## src/rtl/dsp_acc_signed_neg_edge.sv

```systemverilog
// dsp_acc_signed_neg_edge
// Block accumulator for signed multiplier products, falling-edge clocked.
// Sums LEN valid products and presents the block total on acc with a
// one-cycle acc_valid pulse. ovf reports any overflow within the block.
// Optional build macro DSP_ACC_SAT_EN: clamp the running sum on overflow
// instead of wrapping modulo 2^ACC_W.
module dsp_acc_signed_neg_edge #(
  parameter  int P_W   = 38,
  parameter  int ACC_W = 44,
  parameter  int LEN   = 16,
  localparam int CNT_W = $clog2(LEN + 1)
) (
  input  logic                    clk,
  input  logic                    reset,
  input  logic signed [P_W-1:0]   P,
  input  logic                    p_valid,
  input  logic                    clear,
  output logic signed [ACC_W-1:0] acc,
  output logic                    acc_valid,
  output logic [CNT_W-1:0]        count,
  output logic                    busy,
  output logic                    ovf
);

  localparam logic [CNT_W-1:0] LAST = CNT_W'(LEN - 1);

`ifdef DSP_ACC_SAT_EN
  localparam logic [ACC_W-1:0] SUM_MAX = {1'b0, {(ACC_W-1){1'b1}}};
  localparam logic [ACC_W-1:0] SUM_MIN = {1'b1, {(ACC_W-1){1'b0}}};
`endif

  logic [ACC_W-1:0] sum;
  logic             ovf_flag;
  logic [ACC_W:0]   sum_ext;
  logic             add_ovf;
  logic [ACC_W-1:0] sum_next;

  // Widened add of running sum and sign-extended product; overflow when
  // the two top bits of the extended result disagree.
  always_comb begin
    sum_ext  = {sum[ACC_W-1], sum} + {{(ACC_W+1-P_W){P[P_W-1]}}, P};
    add_ovf  = sum_ext[ACC_W] ^ sum_ext[ACC_W-1];
    sum_next = sum_ext[ACC_W-1:0];
`ifdef DSP_ACC_SAT_EN
    // Extended MSB is the true sign of the result, so it picks the rail.
    if (add_ovf) begin
      sum_next = sum_ext[ACC_W] ? SUM_MIN : SUM_MAX;
    end
`endif
  end

  // Block accumulation: clear has priority, the LEN-th product publishes.
  always_ff @(negedge clk or negedge reset) begin
    if (!reset) begin
      sum       <= '0;
      ovf_flag  <= 1'b0;
      count     <= '0;
      acc       <= '0;
      acc_valid <= 1'b0;
      ovf       <= 1'b0;
    end else begin
      acc_valid <= 1'b0;
      if (clear) begin
        sum      <= '0;
        count    <= '0;
        ovf_flag <= 1'b0;
      end else if (p_valid) begin
        if (count == LAST) begin
          acc       <= sum_next;
          ovf       <= ovf_flag | add_ovf;
          acc_valid <= 1'b1;
          sum       <= '0;
          count     <= '0;
          ovf_flag  <= 1'b0;
        end else begin
          sum      <= sum_next;
          count    <= count + 1'b1;
          ovf_flag <= ovf_flag | add_ovf;
        end
      end
    end
  end

  // A partial block is in progress whenever the product count is nonzero.
  always_comb begin
    busy = (count != '0);
  end

endmodule

```

## config.mk

```make
export PLATFORM = sky130hd
export DESIGN_NAME = dsp_acc_signed_neg_edge
export DESIGN_NICKNAME = d
export VERILOG_FILES = /design/src/rtl/dsp_acc_signed_neg_edge.sv
export SDC_FILE = /design/constraint.sdc
export NUM_CORES = 1
export LEC_CHECK = 0
export BUFFER_PORTS_ARGS = -buffer_cell sky130_fd_sc_hd__buf_2
export CORE_ASPECT_RATIO = 0.8
export CORE_MARGIN = 4
export CORE_UTILIZATION = 40
export CTS_BUF_LIST = sky130_fd_sc_hd__clkbuf_8 sky130_fd_sc_hd__clkbuf_16
export CTS_CLUSTER_DIAMETER = 200
export DETAILED_ROUTE_END_ITERATION = 7
export PLACE_DENSITY_LB_ADDON = 0.25
export REMOVE_ABC_BUFFERS = 1
export SETUP_SLACK_MARGIN = 0.15
export SLEW_MARGIN = 30
export SYNTH_ARGS = -nofsm -noshare
export SYNTH_HDL_FRONTEND = slang
export SYNTH_SLANG_ARGS = --single-unit
```

## constraint.sdc

```tcl
create_clock -name clk -period 8.5 [get_ports clk]
set_clock_uncertainty 0.05 [all_clocks]
set_input_delay 0.85 -clock clk [delete_from_list [all_inputs] [get_ports clk]]
set_output_delay 0.85 -clock clk [all_outputs]
set_load 0.05 [all_outputs]
```

Word level (Yosys, flattened, before mapping)
Index checks and enable logic that the tools add are counted.
{"block": "totals", "regBits": 96, "latch_bits": 0, "ramBits": 0, "mem_bits_ro": 0, "input_bits": 42, "out_inout_bits": 52, "elab_cells": 27, "memories": 0}
{"block": "classes", "n_addsub": 2, "multipliers": 0, "div_mod_pow": 0, "order_cmp": 0, "n_eq_ne": 1, "n_shift": 0, "n_mux": 12, "bitwise_logic": 3, "reduce_logical": 3}
{"operator": "44-bit two-way mux", "count": 3}
{"operator": "44-bit by 38-bit adder with 45-bit output", "count": 1}
{"operator": "5-bit two-way mux", "count": 3}
{"operator": "1-bit two-way mux", "count": 6}
{"operator": "5-bit by 1-bit adder with 5-bit output, second input constant", "count": 1}
{"operator": "5-bit by 4-bit equality test with 1-bit output, second input constant", "count": 1}
{"operator": "5-bit nonzero test", "count": 1}
{"operator": "3-bit AND reduction", "count": 1}
{"operator": "2-bit nonzero test", "count": 1}
{"operator": "1-bit inverter", "count": 1}
{"operator": "1-bit OR", "count": 1}
{"operator": "1-bit XOR", "count": 1}

Longest topological paths before layout
{"block": "depth", "ltp_word": 6, "ltp_mapped": 14, "mapped_depth_nobuf": 14}

==> impl_summary.md <==
Global route
The maximum number of pins on one net before global-route repair is 75. The via count of the first global-routing pass is 4,864. The global routing's busiest layer is met2.

The initial antenna violation count is 0. The total global-route track usage is 18.0%. The met1 routing resource usage after global routing is between 20% and 30%. The global-route wire length before repair is 23.9 mm.

For met2 alone, demand over resource in global routing was between 20 and 30%. The global routing usage on met3 is 5.20%. The sum of overflow across all layers after global routing is 0.

Place
Input and output buffers added on the ports amount to 93. The placed wire-length estimate after detailed placement is 10.5 mm. Routability-driven placement finished with a final weighted congestion of 0.798.

Clock network
Clock tree synthesis selected as its root buffer the cell clkbuf_16. The number of clock buffers added by TritonCTS is 9. The hold buffer count at cts is 0.

Counting along the longest clock path gives a buffer depth of 2. The number of H-tree branching levels is 3. The CTS tree is yes.

Once the clock tree was built, the setup fixing pass inserted 0 buffers. After clock tree synthesis, the clock-pin slew on the worst setup and hold paths is 50 ps. The worst-skew pair later-pin latency is 350 ps.

The number of gates resized after CTS is 0. CTS saw 96 sinks.

Hold path
The worst hold path depth is 2. The worst hold path begins at acc[13]$_DFFE_NN0P_. The path with the worst hold slack has its endpoint at acc[13]$_DFFE_NN0P_. The tightest min-delay check is of the flop to flop type.

Final layout
The proportion of layout cells with a drive suffix above 1 is a little under 20%. Compared with the post-synthesis result, the final layout area differs by 16.4%. The register cell area after layout is 2400 um2. After filler insertion, the fill cell instance count of the layout stands at roughly 1,400. The multi-input combinational cells in the finished layout cover a total of 3250 um2. Cells fill 47.6% of the core in the end. The final layout contains about 810 nets.

The count of inserted antenna diode cells is 0.

Die
The height of the chip is 116 um. In this run the core area contains 39 standard-cell rows. The effective utilization at floorplan is 40.9%.

The floorplan step set the die width to 143 um. After floorplanning, the core was sized to cover 14,200 um2. The total die area is 16,600 um2. The number of top-level design ports is 94.

Routing
After detailed routing, the total wire length is about 14 mm. In this run, the number of DRC markers left after iteration 0 of detailed routing was 244. The remaining antenna violation count is 0. Dividing the detail-routed via count by the number of cells gives 5.38. For this run, design rule violations remaining after detail routing come to 0.

The post-detailed-route wirelength per cell is ~16 um. Summing over every cut layer, the via total after detailed routing is 4,889. The number of iterations in the first detailed-routing pass is 5.

Critical path
The worst setup path is captured at a flop. By startpoint and endpoint, the worst setup path is classified as primary input to flop. The kind of launch point of the worst setup path is a primary input. The highest net fanout along the worst path is 3. The endpoint of the lowest-slack register-to-register path is ovf_flag$_DFFE_NN0P_. The number of cells on the worst reg-to-reg path is 14. The data arrival time of the worst path is 3890 ps. The worst register-to-register path begins at sum[0]$_DFFE_NN0P_. Setup slack on the worst reg-to-reg path comes out at ~4900 ps. Data on the critical path is required at its endpoint by 4360 ps.

Yosys
Sequential cells were found to cover 41.3% of the synthesized design area. The fraction of registers with async set or reset after synthesis is 100%. During synthesis, Yosys emitted a total of 0 warnings. The largest total area in the synthesized netlist belongs to dfrtn_1. By count the netlist is led by nand2_1, dfrtn_1, a21oi_1, ha_1, a22o_1.

The flip-flop and latch count after synthesis is 96. Synthesis produced 632 cells. The average instance in the mapped netlist occupies 9.21 um2.

The number of different library cells used by synthesis comes to 59. The synthesized cell area is 5820 um2. Yosys instantiated no cell more often than nand2_1. Yosys mapped a number of flops with a built-in enable equal to 0. The most instantiated flip-flop cell in the synthesis netlist is dfrtn_1. The share of the synthesized area in the top cell type is 41.3%.

Yosys attributes the largest share of cell area to dfrtn_1, ha_1, nand2_1.

STA
Setup repair after global routing left no endpoint under its margin. Setup violations remaining at the end of the flow were counted as 0. The number of hold-slack violations in the final timing report came to 0. In this run the tightest slew margin relative to its limit is a little over two fifths. For the pin with the worst max-slew slack, the measured transition is 858 ps. For the final routed database, the setup TNS stands at 0 ps. The max-slew violation total from the final report was 0.

Pwr
The switching power as a share of total power is 34.2%. The combinational cell fraction of total power is approximately 33%. For this design the total switching power over the nets is around 480 uW.

In this run the static leakage power is 3.65 nW. The internal power of the cells totals approximately 920 uW. Dividing total power by cell area gives a power density of just over 200 nW/um2. The worst supply voltage drop on vdd is 0.117 mV. Sequential cells burn 37.6% of the power. The share of total power in the clock network is between 20 and 30%.

Job
The number of max-cap violations is 0.

Run status
The flow ran to the end, and the final reports show no timing, DRC or antenna violations.
==> cell type report <==
cell class / instances / share of cell area, %
flip-flops and latches: 96 / 35.4
clock inverters: 7 / 1.07
well taps: 184 / 3.40
repair buffers: 100 / 7.73
clock buffers: 9 / 3.32
inverters: 19 / 1.05
multi-input cells: 493 / 48.0
==> per-layer routing <==
metal  vias to the layer above  share of wire [%]
met5                         -                  0
met4                         0               0.66
met3                        10                5.3
met2                       106                 45
met1                      2342                 49
li1                       2431                  -
==> how the worst max path moves through the flow <==
stage	slack, ps	endpoint	startpoint	cells past startpoint
after floorplan	600	acc[42]$_DFFE_NN0P_	P[0]	14
after global routing	220	ovf$_DFFE_NN0P_	P[0]	15
after detailed placement	110	ovf_flag$_DFFE_NN0P_	P[0]	15
after CTS	470	ovf_flag$_DFFE_NN0P_	P[0]	15
final	470	ovf_flag$_DFFE_NN0P_	P[0]	15
after global placement	190	ovf_flag$_DFFE_NN0P_	P[0]	15
==> worst max-delay path, stage by stage <==
cell and delay (ps):
buf_2 80, ha_1 160, inv_1 60, fa_1 400, nand2b_1 180, a21oi_1 260, o21ai_1 200, a2111oi_4 430
o211ai_2 160, a211oi_2 340, o2111ai_1 200, a31oi_1 200, o22ai_1 110, xnor2_1 190, o21ai_1 80
==> power groups by stage <==
stage	combinational, mW	clock, mW	sequential, mW
6_report	0.457	0.412	0.523
5_1_grt	0.513	0.444	0.527
4_1_cts	0.456	0.426	0.522
3_5_place_dp	0.453	0	0.529
3_3_place_gp	0.444	0	0.529
2_1_floorplan	0.350	0	0.526
==> sequential cells by signal (all words and copies together), names as in the netlist <==
name,flops
acc,44
acc_valid,1
count,5
ovf,1
ovf_flag,1
sum,44
==> through the flow <==
step	setup WS, ps	instances	hold slack (ps)	power, mW	instance area, um2
after floorplan	603	608	364	0.876	5710
after global placement	189	892	364	0.973	6480
after detailed placement	113	892	367	0.982	6480
after CTS	468	908	371	1.40	6770
after global routing	217	908	390	1.48	6780
final	471	908	364	1.39	6780
==> layout by cell type (no fill, tap or decap), types with 3 or more instances in the layout <==
cell type,n
buf_2,92
nor2b_1,4
mux2_2,5
xor2_1,18
ha_1,46
a21oi_1,50
a21o_1,16
o22ai_1,4
nand4_1,8
nor3_1,5
a31oi_1,5
inv_1,16
clkbuf_16,9
o21ai_1,3
o211ai_1,5
o21ai_0,26
a22o_1,39
xnor2_1,23
a211oi_2,3
nor2_1,31
nand2b_1,7
o21bai_1,5
buf_4,7
and3_1,3
nand2_1,135
dfrtn_1,96
or4_1,4
nand3_1,12
==> kinds of logic (layout without fill, tap and decap cells) <==
group	count (synthesis)	count (layout)	share of synthesized area, %
and+or+nand+nor	223	223	16.9
xor gates and xnor gates	41	41	6.17
AOI/OAI and AO/OA	177	177	21.4
adders and majority gates	47	47	10.2
DFF	96	96	41.3
buffers and inverters	43	135	3.09
muxes	5	5	0.967
Note: power is estimated with default switching activity, not from simulation.
